## config.mk

```make
export PLATFORM = sky130hd
export DESIGN_NAME = i2c_arbiter_flat
export DESIGN_NICKNAME = d
export VERILOG_FILES = /design/src/rtl/i2c_arbiter_if.sv /design/src/rtl/i2c_arbiter.sv /design/src/flat_wrapper.sv
export SDC_FILE = /design/constraint.sdc
export NUM_CORES = 1
export LEC_CHECK = 0
export ABC_AREA = 1
export CAP_MARGIN = 20
export CORE_MARGIN = 8
export CORE_UTILIZATION = 47
export DETAILED_ROUTE_END_ITERATION = 8
export PLACE_DENSITY = 0.84
export SLEW_MARGIN = 20
export SYNTH_ARGS = -nofsm -noshare
export SYNTH_HDL_FRONTEND = slang
export SYNTH_SLANG_ARGS = --single-unit
```

## constraint.sdc

```tcl
create_clock -name clk -period 2.1 [get_ports clk]
set_clock_uncertainty 0.15 [all_clocks]
set_input_delay 0.315 -clock clk [delete_from_list [all_inputs] [get_ports clk]]
set_output_delay 0.315 -clock clk [all_outputs]
set_load 0.1 [all_outputs]
```

## src/rtl/i2c_arbiter_if.sv

```systemverilog
// Bus bundles for the I2C arbiter: requester side and I2C-master side.
// The arbiter takes the slave end of the requester bus and the master end of the I2C-master bus.
interface i2c_req_if #(
    parameter int NREQ = 4
);
    logic [NREQ-1:0]   req;
    logic [7*NREQ-1:0] req_addr;
    logic [NREQ-1:0]   req_op;
    logic [8*NREQ-1:0] req_din;
    logic [NREQ-1:0]   gnt;
    logic [NREQ-1:0]   rsp_valid;
    logic [7:0]        rsp_data;
    logic              rsp_err;
    logic              rsp_to;

    modport master (
        output req, req_addr, req_op, req_din,
        input  gnt, rsp_valid, rsp_data, rsp_err, rsp_to
    );
    modport slave (
        input  req, req_addr, req_op, req_din,
        output gnt, rsp_valid, rsp_data, rsp_err, rsp_to
    );
endinterface

interface i2c_mst_if;
    logic       m_newd;
    logic [6:0] m_addr;
    logic       m_op;
    logic [7:0] m_din;
    logic       m_busy;
    logic       m_done;
    logic       m_ack_err;
    logic [7:0] m_dout;

    modport master (
        output m_newd, m_addr, m_op, m_din,
        input  m_busy, m_done, m_ack_err, m_dout
    );
    modport slave (
        input  m_newd, m_addr, m_op, m_din,
        output m_busy, m_done, m_ack_err, m_dout
    );
endinterface

```

## src/rtl/i2c_arbiter.sv

```systemverilog
// Round-robin arbiter sharing one I2C master among NREQ requesters,
// with a launch-to-done watchdog that drains the master before reporting a timeout.
module i2c_arbiter #(
    parameter int NREQ        = 4,
    parameter int TIMEOUT_CYC = 20000
) (
    input  logic      clk,
    input  logic      rst,
    i2c_req_if.slave  rq,
    i2c_mst_if.master mi
);
    localparam int IW = (NREQ > 1) ? $clog2(NREQ) : 1;
    localparam int CW = $clog2(TIMEOUT_CYC + 1);
    localparam logic [CW-1:0] TMO_LAST = CW'(TIMEOUT_CYC - 1);

    typedef enum logic [2:0] {IDLE, LAUNCH, WAIT_DONE, RESP, DRAIN} state_e;

    state_e          state_q, state_d;
    logic [NREQ-1:0] gnt_q, gnt_d;
    logic [NREQ-1:0] rsp_valid_q, rsp_valid_d;
    logic [7:0]      rsp_data_q, rsp_data_d;
    logic            rsp_err_q, rsp_err_d;
    logic            rsp_to_q, rsp_to_d;
    logic            m_newd_q, m_newd_d;
    logic [6:0]      m_addr_q, m_addr_d;
    logic            m_op_q, m_op_d;
    logic [7:0]      m_din_q, m_din_d;
    logic [CW-1:0]   tmo_cnt_q, tmo_cnt_d;
    logic [IW-1:0]   last_q, last_d;
    logic [IW-1:0]   win_q, win_d;
    logic [IW-1:0]   pick;

    // First requester above last_winner, else the lowest one at or below it.
    function automatic logic [IW-1:0] rr_pick(input logic [NREQ-1:0] r, input logic [IW-1:0] last);
        logic [IW-1:0] sel   = '0;
        logic          found = 1'b0;
        for (int i = 0; i < NREQ; i++) begin
            if (!found && r[i] && (IW'(i) > last)) begin
                sel   = IW'(i);
                found = 1'b1;
            end
        end
        for (int i = 0; i < NREQ; i++) begin
            if (!found && r[i]) begin
                sel   = IW'(i);
                found = 1'b1;
            end
        end
        return sel;
    endfunction

    always_comb begin
        // NOTE: every _d gets a default first so no path leaves it unassigned (no latches).
        state_d     = state_q;
        gnt_d       = gnt_q;
        rsp_valid_d = '0;
        rsp_data_d  = rsp_data_q;
        rsp_err_d   = rsp_err_q;
        rsp_to_d    = rsp_to_q;
        m_newd_d    = m_newd_q;
        m_addr_d    = m_addr_q;
        m_op_d      = m_op_q;
        m_din_d     = m_din_q;
        tmo_cnt_d   = tmo_cnt_q;
        last_d      = last_q;
        win_d       = win_q;
        pick        = rr_pick(rq.req, last_q);

        unique case (state_q)
            IDLE: begin
                if ((|rq.req) && !mi.m_busy) begin
                    win_d     = pick;
                    gnt_d     = '0;
                    m_newd_d  = 1'b1;
                    tmo_cnt_d = '0;
                    state_d   = LAUNCH;
                    for (int i = 0; i < NREQ; i++) begin
                        if (IW'(i) == pick) begin
                            gnt_d[i] = 1'b1;
                            m_addr_d = rq.req_addr[7*i +: 7];
                            m_op_d   = rq.req_op[i];
                            m_din_d  = rq.req_din[8*i +: 8];
                        end
                    end
                end
            end
            LAUNCH: begin
                tmo_cnt_d = tmo_cnt_q + CW'(1);
                if (tmo_cnt_q == TMO_LAST) begin
                    m_newd_d = 1'b0;
                    state_d  = DRAIN;
                end else if (mi.m_busy) begin
                    m_newd_d = 1'b0;
                    state_d  = WAIT_DONE;
                end
            end
            WAIT_DONE: begin
                tmo_cnt_d = tmo_cnt_q + CW'(1);
                // A completion in the expiry cycle still counts as a normal finish.
                if (mi.m_done) begin
                    rsp_data_d  = mi.m_dout;
                    rsp_err_d   = mi.m_ack_err;
                    rsp_to_d    = 1'b0;
                    rsp_valid_d = gnt_q;
                    state_d     = RESP;
                end else if (tmo_cnt_q == TMO_LAST) begin
                    state_d = DRAIN;
                end
            end
            DRAIN: begin
                if (!mi.m_busy) begin
                    rsp_data_d  = 8'h00;
                    rsp_err_d   = 1'b1;
                    rsp_to_d    = 1'b1;
                    rsp_valid_d = gnt_q;
                    state_d     = RESP;
                end
            end
            RESP: begin
                gnt_d   = '0;
                last_d  = win_q;
                state_d = IDLE;
            end
            default: state_d = IDLE;
        endcase
    end

    always_ff @(posedge clk or posedge rst) begin
        if (rst) begin
            state_q     <= IDLE;
            gnt_q       <= '0;
            rsp_valid_q <= '0;
            rsp_data_q  <= '0;
            rsp_err_q   <= 1'b0;
            rsp_to_q    <= 1'b0;
            m_newd_q    <= 1'b0;
            m_addr_q    <= '0;
            m_op_q      <= 1'b0;
            m_din_q     <= '0;
            tmo_cnt_q   <= '0;
            last_q      <= IW'(NREQ - 1);
            win_q       <= '0;
        end else begin
            // NOTE: non-blocking assignments so every flop samples pre-edge values.
            state_q     <= state_d;
            gnt_q       <= gnt_d;
            rsp_valid_q <= rsp_valid_d;
            rsp_data_q  <= rsp_data_d;
            rsp_err_q   <= rsp_err_d;
            rsp_to_q    <= rsp_to_d;
            m_newd_q    <= m_newd_d;
            m_addr_q    <= m_addr_d;
            m_op_q      <= m_op_d;
            m_din_q     <= m_din_d;
            tmo_cnt_q   <= tmo_cnt_d;
            last_q      <= last_d;
            win_q       <= win_d;
        end
    end

    assign rq.gnt       = gnt_q;
    assign rq.rsp_valid = rsp_valid_q;
    assign rq.rsp_data  = rsp_data_q;
    assign rq.rsp_err   = rsp_err_q;
    assign rq.rsp_to    = rsp_to_q;
    assign mi.m_newd    = m_newd_q;
    assign mi.m_addr    = m_addr_q;
    assign mi.m_op      = m_op_q;
    assign mi.m_din     = m_din_q;
endmodule

```

## src/flat_wrapper.sv

```systemverilog
// flat-port wrapper written by rule: the top's interface ports become plain ports
module i2c_arbiter_flat 
#(
    parameter int NREQ        = 4,
    parameter int TIMEOUT_CYC = 20000
)
  (clk, rst, rq_req, rq_req_addr, rq_req_op, rq_req_din, rq_gnt, rq_rsp_valid, rq_rsp_data, rq_rsp_err, rq_rsp_to, mi_m_newd, mi_m_addr, mi_m_op, mi_m_din, mi_m_busy, mi_m_done, mi_m_ack_err, mi_m_dout);
  i2c_req_if #(.NREQ(NREQ)) rq_i ();
  i2c_mst_if mi_i ();
  input  logic clk;
  input  logic rst;
  input wire logic [$bits(rq_i.req)-1:0] rq_req;
  input wire logic [$bits(rq_i.req_addr)-1:0] rq_req_addr;
  input wire logic [$bits(rq_i.req_op)-1:0] rq_req_op;
  input wire logic [$bits(rq_i.req_din)-1:0] rq_req_din;
  output wire logic [$bits(rq_i.gnt)-1:0] rq_gnt;
  output wire logic [$bits(rq_i.rsp_valid)-1:0] rq_rsp_valid;
  output wire logic [$bits(rq_i.rsp_data)-1:0] rq_rsp_data;
  output wire logic [$bits(rq_i.rsp_err)-1:0] rq_rsp_err;
  output wire logic [$bits(rq_i.rsp_to)-1:0] rq_rsp_to;
  output wire logic [$bits(mi_i.m_newd)-1:0] mi_m_newd;
  output wire logic [$bits(mi_i.m_addr)-1:0] mi_m_addr;
  output wire logic [$bits(mi_i.m_op)-1:0] mi_m_op;
  output wire logic [$bits(mi_i.m_din)-1:0] mi_m_din;
  input wire logic [$bits(mi_i.m_busy)-1:0] mi_m_busy;
  input wire logic [$bits(mi_i.m_done)-1:0] mi_m_done;
  input wire logic [$bits(mi_i.m_ack_err)-1:0] mi_m_ack_err;
  input wire logic [$bits(mi_i.m_dout)-1:0] mi_m_dout;
  assign rq_i.req = rq_req;
  assign rq_i.req_addr = rq_req_addr;
  assign rq_i.req_op = rq_req_op;
  assign rq_i.req_din = rq_req_din;
  assign rq_gnt = rq_i.gnt;
  assign rq_rsp_valid = rq_i.rsp_valid;
  assign rq_rsp_data = rq_i.rsp_data;
  assign rq_rsp_err = rq_i.rsp_err;
  assign rq_rsp_to = rq_i.rsp_to;
  assign mi_m_newd = mi_i.m_newd;
  assign mi_m_addr = mi_i.m_addr;
  assign mi_m_op = mi_i.m_op;
  assign mi_m_din = mi_i.m_din;
  assign mi_i.m_busy = mi_m_busy;
  assign mi_i.m_done = mi_m_done;
  assign mi_i.m_ack_err = mi_m_ack_err;
  assign mi_i.m_dout = mi_m_dout;
  i2c_arbiter #(.NREQ(NREQ), .TIMEOUT_CYC(TIMEOUT_CYC)) u_core (.clk(clk), .rst(rst), .rq(rq_i), .mi(mi_i));
endmodule
```

* Yosys cells after proc, flatten, opt, wreduce, memory -nomap -nowiden
Cells that the tools add are included.
** Word-level totals
- Input port bits :: 81
- Register bits after elaboration :: 57
** Operators by class
- Add/subtract/negate cells :: 1
- Muxes and demuxes :: 56
- $lt $le $gt $ge :: 4
- Equal/unequal tests :: 13
- Reduce and logical (&&, ||, !) cells :: 36
** Operators with widths (number)
- 8-bit two-way mux :: 6
- 15-bit case mux with 2 select lines :: 1
- 7-bit two-way mux :: 4
- 1-bit two-way mux :: 22
- 3-bit two-way mux :: 6
- 4-bit case mux with 2 select lines :: 2
- 8-bit case mux with 2 select lines :: 1
- 15-bit by 1-bit adder with 15-bit output, second input constant :: 1
- 15-bit equality test, second input constant :: 1
- 15-bit two-way mux :: 1
- 1-bit logical AND :: 12
- 2-bit two-way mux :: 6
- 4-bit two-way mux :: 3
- 3-bit case mux with 4 select lines :: 1
- 3-bit AND reduction :: 3
- 1-bit zero test :: 8
- 2-bit nonzero test :: 4
- 3-bit by 2-bit equality test with 1-bit output, second input constant :: 2
- 3-bit by 2-bit != test with 1-bit output, second input constant :: 2
- 1-bit case mux with 2 select lines :: 3
- 2-bit AND reduction :: 3
- 2-bit equality test, first input constant :: 2
- 1-bit by 2-bit > comparator with 1-bit output, first input constant :: 2
- 2-bit > comparator, first input constant :: 2
- 11 further kinds :: 12

* Longest topological paths before layout
- Depth in word-level cells :: 32
- Depth in mapped cells :: 12
- Depth with buffers taken out :: 11

* Worst setup path before layout
No wires, ideal clock.
- Path kind :: reg2reg
- From :: register u_core.last_q[1]
- To :: register u_core.m_addr_q[0] (netlist: u_core.mi.m_addr[0])
- Required time :: 1.830 ns
- Stages on the path, launching flop included :: 13
- Setup time :: 0.120 ns
- Slack :: 0.296 ns
- Data arrival time :: 1.535 ns
- Path through :: dfstp_2 > inv_2 > nand2_4 > nand2_1 > nor2_1 > nand3_2 > nand3_4 > buf_6 > nand3_2 > nand2_1 > inv_2 > nand2_1 > nand2_1
** On the way
- Word-level cells in the longest chain between the ends :: 31
** RTL lines
- from (decl) :: line i2c_arbiter.sv:29 : logic [IW-1:0] last_q, last_d;
- from (signal assigned) :: line i2c_arbiter.sv:141 : last_q <= IW'(NREQ - 1);
- from (signal assigned) :: line i2c_arbiter.sv:156 : last_q <= last_d;
- 1-bit by 2-bit > comparator with 1-bit output :: line i2c_arbiter.sv:38 : if (!found && r[i] && (IW'(i) > last)) begin
- 1-bit logical AND :: line i2c_arbiter.sv:38
- 1-bit two-way mux :: line i2c_arbiter.sv:38
- 1-bit zero test :: line i2c_arbiter.sv:38
- 1-bit logical AND (2 in a row) :: line i2c_arbiter.sv:38
- 1-bit two-way mux :: line i2c_arbiter.sv:38
- 1-bit zero test :: line i2c_arbiter.sv:38
- 1-bit logical AND (2 in a row) :: line i2c_arbiter.sv:38
- (+11 left out)
- 1-bit zero test :: line i2c_arbiter.sv:44 : if (!found && r[i]) begin
- 1-bit logical AND :: line i2c_arbiter.sv:44
- 1-bit two-way mux :: line i2c_arbiter.sv:44
- 1-bit zero test :: line i2c_arbiter.sv:44
- 1-bit logical AND :: line i2c_arbiter.sv:44
- 2-bit two-way mux (*) :: line i2c_arbiter.sv:44
- 1-bit by 2-bit equality test with 1-bit output :: line i2c_arbiter.sv:78 : if (IW'(i) == pick) begin
- 7-bit two-way mux (3 in a row) :: line i2c_arbiter.sv:78
- to (signal assigned) :: line i2c_arbiter.sv:152 : m_addr_q <= m_addr_d;
- to (decl) :: line i2c_arbiter.sv:25 : logic [6:0] m_addr_q, m_addr_d;
Mark *: on every way between the ends. The rest lies on a longest branch, timed or not.
A chain may end at the register's enable or synchronous reset.

* Worst setup path after layout
- From :: register u_core.last_q[1]
- To :: register u_core.m_op_q (netlist: u_core.mi.m_op)
** On the way
- Word-level cells in the longest chain between the ends :: 31
** RTL lines
- 1-bit by 2-bit > comparator with 1-bit output :: line i2c_arbiter.sv:38
- 1-bit logical AND :: line i2c_arbiter.sv:38
- 1-bit two-way mux :: line i2c_arbiter.sv:38
- 1-bit zero test :: line i2c_arbiter.sv:38
- 1-bit logical AND (2 in a row) :: line i2c_arbiter.sv:38
- 1-bit two-way mux :: line i2c_arbiter.sv:38
- 1-bit zero test :: line i2c_arbiter.sv:38
- 1-bit logical AND (2 in a row) :: line i2c_arbiter.sv:38
- (+11 left out)
- 1-bit zero test :: line i2c_arbiter.sv:44
- 1-bit logical AND :: line i2c_arbiter.sv:44
- 1-bit two-way mux :: line i2c_arbiter.sv:44
- 1-bit zero test :: line i2c_arbiter.sv:44
- 1-bit logical AND :: line i2c_arbiter.sv:44
- 2-bit two-way mux (*) :: line i2c_arbiter.sv:44
- 1-bit by 2-bit equality test with 1-bit output :: line i2c_arbiter.sv:78
- 1-bit two-way mux (3 in a row) :: line i2c_arbiter.sv:78
- to (signal assigned) :: line i2c_arbiter.sv:153 : m_op_q <= m_op_d;
- to (decl) :: line i2c_arbiter.sv:26 : logic m_op_q, m_op_d;
Marked as above.

==> results.cfg <==
[outcome]
outcome = finished clean

[global_route]
largest_net_degree_at_the_start_of_global_routing = 58
grt_first_pass_wirelength_microns = 17050
globalRoute.totalOverflow = 0
first_global_vias = 3737
grt_antenna_before_repair = 0
global_route.usage.total_pct = 20.48

[routing]
routed_via_density = 4.939
detail_route.first_pass.iterations = 5
detail_route.drc_violations = 0
via_count = 3694
first_iter_violations = 120
postRouteWirelength_microns = 10410
number_of_nets_still_failing_antenna_checks_after_routing = 0
route.detailed.wl_per_inst_microns = 13.92

[placement]
count_of_port_buffers_added_during_placement = 115
postPlaceCellArea_sq_mm = 0.004898
hpwlAfterDp_microns = 7957
gp_congestion = 0.8707

[clocking]
cts-root-to-sink-buffers = 2
clock_insertion_delay_worst_skew_ns = 0.34
htree_num_levels = 3
tritoncts = done
cts_hold_buffers = 0
postCtsSetupRepairBufs = 0
cts_made_buffers = 9
clock_sink_count = 57
clk_transition_reported_paths_ns = 0.07
ctsRootBufferMaster = sky130_fd_sc_hd__clkbuf_8
ctsResizeCount = 0

[synth]
main_combinational_cell_family_by_area_after_synthesis = simple AND/OR/NAND/NOR gates
syn_avg_cell_area_sq_um = 7.087
synth-seq-area-share_pct = 39.85
yosys.area_share.xor_xnor_pct = 1.221
synth_cell_type_count = 35
synth_adder_area_share_pct = 0.3489
synth_fp_nets = 588
syn_inst = 506
synth.area.mux_share_pct = 0
synth-warning-count = 0
synth-compound-area-share_pct = 8.130
netlist_area_sq_mm = 0.003586
yosys_register_bits = 57
synth_simple_gate_area_share_pct = 39.32

[min_path]
hold_path.class = input port to async pin

[sta]
max_freq_mhz = 507.4
finalHoldViolCount = 0
tightest_slew_ns = 0.4425
timing.final.max_slew_violations = 0
setup-violations-final = 0
timing.slew.headroom_pct = 70.47
hold-worst-slack_ns = 0.1903
grt_setup_unrepaired = true
min_period_ns = 1.971
timing.final.crit_share_pct = 93.84

[finish]
syn2layout_area_growth_pct = 42.67
mostFrequentLayoutCells = sky130_fd_sc_hd__nand2_1 (191), sky130_fd_sc_hd__clkdlybuf4s50_1 (80), sky130_fd_sc_hd__inv_1 (62)
mostFrequentLayoutCell = sky130_fd_sc_hd__nand2_1
filler_cell_count = 600
fraction_of_layout_cells_with_a_size_suffix_above_1_pct = 18.11
antennaDiodeCount = 0
final_cell_area_sq_mm = 0.005116
fin_nets = 724

[die]
dieWidth_microns = 103.3
floorplan.rows = 32
io_pins = 116
dieHeight_microns = 103.3
core_region_area_sq_mm = 0.007567
initial_utilization_pct = 47.39
die-area_sq_mm = 0.01068

[worst_setup_path]
crit_path_max_cell_delay_ns = 0.59
critical-path-top-cell-by-count = sky130_fd_sc_hd__nand2_1
critical_path.slowest_cell = sky130_fd_sc_hd__dfstp_2
critical_path.endpoint_type = flip-flop
critical_path_arrival_ns = 2.11
cp-start-kind = flip-flop
worstPathCellList = nor2_1 > nand2_2 > nand4_4 > buf_12 > nand2_4 > nand2_1 > nand2_1 > nand2_1 > nand2_1 > nand2_1 > nand2_1
crit_path_max_fo = 17
timing.critical_path.required_ns = 2.24
critical_setup_path_class = flip-flop to flip-flop

[power]
max-vdd-ir-drop_mv = 0.8047
static-leakage-power_nw = 2.675
power-per-cell-area_mw_per_mm2 = 1558

[flow_run]
max_cap_viol_count = 0
synthesized netlist by cell type (all sizes together):
cell	count	area (sq um)
xor2	5	43.79
ha	1	12.51
nor4	1	6.260
o22ai	4	25.02
a21oi	6	41.29
dfrtp	55	1376
dfstp	2	52.55
a22o	1	8.760
o21ai	35	175.2
clkbuf	3	11.26
nand3	61	397.9
nor2	30	117.6
a31oi	3	33.78
inv	68	255.3
nand2	197	764.5
nand4	7	65.06
a22oi	1	7.510
nor3b	1	7.510
nor3	9	45.04
buf	15	132.6
or2	1	6.260
routing by layer:
metal / GRT usage, % / up-vias / part of all wire (%)
met5: 0 / - / 0
met4: 7.453 / 0 / 1.5
met3: 8.099 / 15 / 10
met2: 32.94 / 153 / 47
met1: 24.13 / 1662 / 41
li1: - / 1864 / -
area by class of cell:
| type | count | area [sq um] | area share (%) |
|---|---|---|---|
| sequential | 57 | 1429 | 27.93 |
| inverter | 68 | 255.2 | 4.989 |
| clock buffer | 12 | 165.2 | 3.228 |
| timing repair buffer | 143 | 1354 | 26.46 |
| multi-input combinational | 363 | 1770 | 34.61 |
| clock inverter | 3 | 15.01 | 0.2935 |
| tap | 102 | 127.6 | 2.494 |
worst max-delay path, delay by kind of cell, from the launching register on:
family / cells / cell delay, ns
AND/OR/NAND/NOR: 10 / 0.99
flip-flops: 1 / 0.59
buffers and inverters: 1 / 0.20
report_power, final:
part | switching [mW] | internal (mW) | leakage (nW)
Sequential | 0.346 | 1.55 | 0.734
Combinational | 3.71 | 1.43 | 1.84
Clock | 0.429 | 0.511 | 0.0980
Total | 4.49 | 3.49 | 2.68
state kept, by name, indices dropped and copies added, names as in the netlist:
name and cells:
u_core.tmo_cnt_q 15, u_core.mi.m_din 8, u_core.rq.rsp_data 8, u_core.mi.m_addr 7
u_core.rq.gnt 4, u_core.rq.rsp_valid 4, u_core.state_q 3, u_core.last_q 2
u_core.win_q 2, u_core.mi.m_newd 1, u_core.mi.m_op 1, u_core.rq.rsp_err 1
u_core.rq.rsp_to 1
metrics by stage:
stage          utilization, %  TNS (ns)  cells  power (mW)  setup slack [ns]
3_5_place_dp            64.73    -2.624    732       6.972           -0.1723
2_1_floorplan               -         0    506       5.687            0.2387
4_1_cts                 67.11         0    747       7.946            0.1212
5_1_grt                 67.61  -0.01707    748       8.494         -0.005758
6_report                67.61         0    748       7.973            0.1293
3_3_place_gp            64.73    -1.651    732       6.871           -0.1186
final timing paths:
check	end	from	slack, ns	cells after the start
setup / recovery	u_core.mi.m_op	u_core.last_q[1]	0.13	11
hold / removal	u_core.rq.rsp_data[3]	rst	0.19	3
setup reg to reg	u_core.mi.m_op	u_core.last_q[1]	0.13	11
hold reg to reg	u_core.mi.m_newd	u_core.mi.m_newd	0.33	2
max in group asynchronous	u_core.last_q[1]	rst	1.31	3
min in group clk	u_core.mi.m_newd	u_core.mi.m_newd	0.33	2
cell families after synthesis:
| family | count (synthesis) |
|---|---|
| adder cells (fa/ha/maj) | 1 |
| flip-flops | 57 |
| buffers and inverters | 86 |
| AND/OR/NAND/NOR | 307 |
| AO/OA/AOI/OAI | 50 |
| XOR/XNOR | 5 |
Power figures use the tool's default switching activity.
